$ cat src/rtl/shared_sram_arbiter.sv
// Shares one 64x8 SRAM macro between the CPU port and a Wishbone slave.
// The CPU has priority; a starvation counter forces a Wishbone slot after MAX_WAIT denials.
module shared_sram_arbiter #(
    parameter int AW       = 6,
    parameter int DW       = 8,
    parameter int MAX_WAIT = 8
) (
    input  logic          wb_clk_i,
    input  logic          rst_n,
    input  logic          wbs_cyc_i,
    input  logic          wbs_stb_i,
    input  logic          wbs_we_i,
    input  logic [3:0]    wbs_sel_i,
    input  logic [AW-1:0] wbs_adr_i,
    input  logic [DW-1:0] wbs_dat_i,
    output logic          wbs_ack_o,
    output logic [31:0]   wbs_dat_o,
    input  logic          cpu_req,
    input  logic          cpu_we,
    input  logic [AW-1:0] cpu_addr,
    input  logic [DW-1:0] cpu_wdata,
    output logic [DW-1:0] cpu_rdata,
    output logic          cpu_stall,
    output logic          sram_cen_n,
    output logic          sram_gwen_n,
    output logic [DW-1:0] sram_wen_n,
    output logic [AW-1:0] sram_a,
    output logic [DW-1:0] sram_d,
    input  logic [DW-1:0] sram_q
);

    localparam int CW = $clog2(MAX_WAIT + 1);
    localparam logic [CW-1:0] WAIT_LIM = CW'(MAX_WAIT);

    typedef enum logic [1:0] {
        IDLE,
        RD_WAIT,
        RD_ACK,
        WR_ACK
    } state_t;

    state_t        state;
    state_t        state_nxt;
    logic [CW-1:0] wait_cnt;
    logic          wb_pend;
    logic          wb_gnt;
    logic          cpu_gnt;
    logic          wb_wr_ok;
    logic          unused_sel;

    assign unused_sel = ^wbs_sel_i[3:1];

    // Grants are masked by rst_n so the macro pins idle as soon as reset asserts.
    assign wb_pend  = rst_n & wbs_cyc_i & wbs_stb_i & (state == IDLE);
    assign wb_gnt   = wb_pend & (~cpu_req | (wait_cnt == WAIT_LIM));
    assign cpu_gnt  = rst_n & cpu_req & ~wb_gnt;
    assign wb_wr_ok = ~wbs_we_i | wbs_sel_i[0];

    always_ff @(posedge wb_clk_i or negedge rst_n) begin
        if (!rst_n) begin
            state <= IDLE;
        end else begin
            state <= state_nxt;
        end
    end

    always_comb begin
        state_nxt = state;
        unique case (state)
            IDLE:    if (wb_gnt) state_nxt = wbs_we_i ? WR_ACK : RD_WAIT;
            RD_WAIT: state_nxt = RD_ACK;
            RD_ACK:  state_nxt = IDLE;
            WR_ACK:  state_nxt = IDLE;
            default: state_nxt = IDLE;
        endcase
    end

    always_comb begin
        sram_cen_n  = 1'b1;
        sram_gwen_n = 1'b1;
        sram_wen_n  = '1;
        sram_a      = '0;
        sram_d      = '0;
        unique case (1'b1)
            wb_gnt: begin
                sram_cen_n  = ~wb_wr_ok;
                sram_gwen_n = ~(wbs_we_i & wb_wr_ok);
                sram_wen_n  = (wbs_we_i & wb_wr_ok) ? '0 : '1;
                sram_a      = wbs_adr_i;
                sram_d      = wbs_dat_i;
            end
            cpu_gnt: begin
                sram_cen_n  = 1'b0;
                sram_gwen_n = ~cpu_we;
                sram_wen_n  = cpu_we ? '0 : '1;
                sram_a      = cpu_addr;
                sram_d      = cpu_wdata;
            end
            default: ;
        endcase
    end

    assign cpu_stall = cpu_req & wb_gnt;
    assign cpu_rdata = sram_q;
    assign wbs_ack_o = (state == WR_ACK) | (state == RD_ACK);

    always_ff @(posedge wb_clk_i or negedge rst_n) begin
        if (!rst_n) begin
            wait_cnt <= '0;
        end else if (wb_pend & ~wb_gnt) begin
            wait_cnt <= wait_cnt + CW'(1);
        end else begin
            wait_cnt <= '0;
        end
    end

    // sram_q here still reflects the WB access edge; CPU reads in RD_WAIT land later.
    always_ff @(posedge wb_clk_i or negedge rst_n) begin
        if (!rst_n) begin
            wbs_dat_o <= '0;
        end else if (state == RD_WAIT) begin
            wbs_dat_o <= {{(32-DW){1'b0}}, sram_q};
        end
    end

endmodule

$ cat config.mk
export PLATFORM = sky130hd
export DESIGN_NAME = shared_sram_arbiter
export DESIGN_NICKNAME = d
export VERILOG_FILES = /design/src/rtl/shared_sram_arbiter.sv
export SDC_FILE = /design/constraint.sdc
export NUM_CORES = 1
export LEC_CHECK = 0
export CORE_MARGIN = 2
export CORE_UTILIZATION = 34
export DETAILED_ROUTE_END_ITERATION = 8
export PLACE_DENSITY = 0.87
export RECOVER_POWER = 25
export SYNTH_ARGS = -nofsm -noshare
export SYNTH_HDL_FRONTEND = slang
export SYNTH_SLANG_ARGS = --single-unit
$ cat constraint.sdc
create_clock -name wb_clk_i -period 4.9 [get_ports wb_clk_i]
set_input_delay 0.735 -clock wb_clk_i [delete_from_list [all_inputs] [get_ports wb_clk_i]]
set_output_delay 0.735 -clock wb_clk_i [all_outputs]
set_load 0.05 [all_outputs]
==> impl_metrics.tcl <==
set metrics [dict create \
    first_pass_iters 4 \
    cts_buffers 3 \
    skew_ns 0.00251 \
    clk_pin_slew_ns 0.06 \
    place_congestion 0.752 \
    hold_viol 0 \
    cp_num_buf_inv 5 \
    syn_area_sq_um 1250 \
    fp-row-count 22 \
    max-cap-violations 0 \
    worst-slew-pin-transition_ns 0.743 \
    synth-seq-cells 14 \
    cp_top_family "buffers and inverters" \
    first_iter_violations 46 \
    cts_tree "done" \
    synth-xor-area-share_pct 1.40 \
    grt_setup_unrepaired "false" \
    drc_errors 0 \
    synth_edf_count 0 \
    die-area_sq_um 4190 \
    hold_ws_ns 0.484 \
    cp_max_fo 18 \
    first_global_vias 965 \
    muxShareOfSynthArea_pct 23.6 \
    synth_cell_type_count 23 \
    p_leak_nw 0.925 \
    vias_per_cell 4.18 \
    routed-via-count 1011 \
    drive_above_1_share_pct 20.1 \
    post_cts_buffers 0 \
    finalSetupTns_ns 0 \
    ys.flop_type "dfrtp_1" \
    final-max-slew-violation-count 0 \
    seq_area_frac_synth_pct 27.9 \
    nets 244 \
    max_freq_ghz 0.253 \
    crit_slowest_cell "clkdlybuf4s50_1" \
    layout_setup_ws_ns 0.954 \
    nFillCells 332 \
    dieWidth_um 64.8 \
    ctsHoldBuffers 0 \
    wl_um 2720 \
    async_flop_share_pct 100 \
    placed_cell_area_sq_um 1940 \
    cp_cell_sequence "clkdlybuf4s50_1, buf_4, inv_1, o211ai_4, buf_4, mux2_2, clkdlybuf4s50_1" \
    post-dp-hpwl_um 2200 \
    power_density_nw_per_um2 276 \
    criticalPathCategory "input pin to primary output" \
    grt_overflow_total 0 \
    final_core_util_pct 55.4 \
    start_util_pct 34.8 \
    syn2layout_area_growth_pct 59.3 \
    slowest_delay_ns 0.70 \
    setup_violations 0 \
    required_ns 4.16 \
    port_buffers 85 \
    core_area_sq_um 3610 \
    ys_warn_count 0 \
    synthSimpleGateAreaFrac_pct 14.7 \
    run_status "finished, final reports clean" \
    die_h_um 64.8 \
    clock_latency_ns 0.24 \
    finalInstanceArea_sq_um 2000 \
    antenna_found_initial 0 \
    grt_max_degree 31 \
    synth_compound_area_share_pct 2.29 \
    place_ws_ns 0.950 \
    htreeDepth 1 \
    startpoint_type "input pin" \
    worstPathArrival_ns 3.21 \
    cts_buffer_depth 2 \
    grt_pass1_wl_um 4280 \
    max-slew-margin-rel_pct 50.3 \
    syn_inst 124 \
    cts_sinks 14 \
    diodes 0 \
    postCtsResizedCells 0 \
    fin_crit_sh_pct 80.5 \
    ir_drop_uv 153 \
    cts_root_buffer "clkbuf_8" \
    grt_use_total_pct 12.6 \
    yosys.area_share.adder_pct 1.99 \
    wl_per_cell_um 11.2 \
    ios 113 \
    hold_path.class "flop to flop" \
    fin_crit_ns 3.95 \
    synth_top_family_by_area "buffers and inverters" \
    syn-mean-instance-area_sq_um 10.1 \
    crit_path_end_kind "primary output" \
    antenna_left 0 \
]
-- metal layers --
layer  vias to the layer above  share of wire [%]  GRT usage (%)
met5                         -                  0              0
met2                        54                 51           23.1
li1                        490                  -              -
met1                       467                 39           14.7
met4                         0                  0           2.39
met3                         0                 10           3.13
-- path summary, 6_finish.rpt --
path / start / endpoint / slack [ns] / depth (start not counted)
hold / removal: wait_cnt[0]$_DFF_PN0_ / wait_cnt[0]$_DFF_PN0_ / 0.48 / 1
max in group asynchronous: rst_n / wbs_dat_o[1]$_DFFE_PN0P_ / 3.68 / 2
hold reg to reg: wait_cnt[0]$_DFF_PN0_ / wait_cnt[0]$_DFF_PN0_ / 0.48 / 1
min in group asynchronous: rst_n / wbs_dat_o[0]$_DFFE_PN0P_ / 0.99 / 2
setup / recovery: cpu_req / sram_cen_n / 0.95 / 7
setup reg to reg: wait_cnt[0]$_DFF_PN0_ / state[1]$_DFFE_PN0P_ / 3.22 / 6
-- area by class of cell --
cell class / count / area [sq um] / area share (%)
multi-input combinational: 83 / 642 / 32.1
inverter: 5 / 18.8 / 0.939
timing repair buffer: 88 / 873 / 43.7
clock buffer: 4 / 55.1 / 2.75
sequential: 14 / 350 / 17.5
tap: 48 / 60.1 / 3.00
-- stage by stage --
stage / total power, mW / std cells
floorplan: 0.361 / 147
global placement: 0.440 / 238
detailed placement: 0.443 / 238
CTS: 0.558 / 242
global route: 0.576 / 242
finish: 0.551 / 242
-- cells in the final DEF, fill, tap and decap left out --
master           count
clkdlybuf4s50_1     84
conb_1              24
mux2_2              17
dfrtp_1             14
and3_1               8
mux2_4               7
and3_2               6
inv_1                5
nor2_1               5
clkbuf_8             4
buf_4                3
nand2_1              2
nand3_1              2
nor2b_1              2
ha_1                 2
and3b_1              1
and4bb_4             1
o211ai_4             1
nand4b_1             1
xnor2_1              1
xor2_1               1
nand2b_1             1
o21bai_1             1
dlygate4sd3_1        1
-- where the power goes --
part | switching (mW) | total, mW | internal (mW)
Sequential | 0.00888 | 0.143 | 0.134
Clock | 0.0406 | 0.112 | 0.0711
Combinational | 0.189 | 0.297 | 0.108
Total | 0.238 | 0.551 | 0.313
-- Yosys cell counts, types with 2 or more instances --
| master | instances | share of area [%] |
|---|---|---|
| inv_1 | 5 | 1.5 |
| nand3_1 | 2 | 0.80 |
| mux2_4 | 7 | 8.4 |
| and3_2 | 6 | 3.6 |
| clkbuf_1 | 4 | 1.2 |
| mux2_2 | 17 | 15 |
| ha_1 | 2 | 2.0 |
| buf_4 | 40 | 24 |
| nand2_1 | 2 | 0.60 |
| dfrtp_1 | 14 | 28 |
| and3_1 | 8 | 4.0 |
| nor2_1 | 5 | 1.5 |
| nor2b_1 | 2 | 1.0 |
-- flip-flops by register name (all words and copies together) (netlist names) --
register   flops
wbs_dat_o      8
wait_cnt       4
state          2
-- worst reg2reg max path, stage by stage, from the launching register on --
cell,delay [ns]
dfrtp_1,0.38
inv_1,0.06
ha_1,0.19
and3b_1,0.21
o211ai_4,0.36
buf_4,0.28
o21bai_1,0.09
-- cell families (layout without fill, tap and decap cells) --
kind of cell / after synthesis / count (layout)
AO/OA/AOI/OAI: 2 / 2
XOR/XNOR: 2 / 2
adder cells (fa/ha/maj): 2 / 2
buffers and inverters: 50 / 97
flip-flops: 14 / 14
multiplexers: 24 / 24
other: 1 / 24
AND/OR/NAND/NOR: 29 / 29
Power figures use the tool's default switching activity.
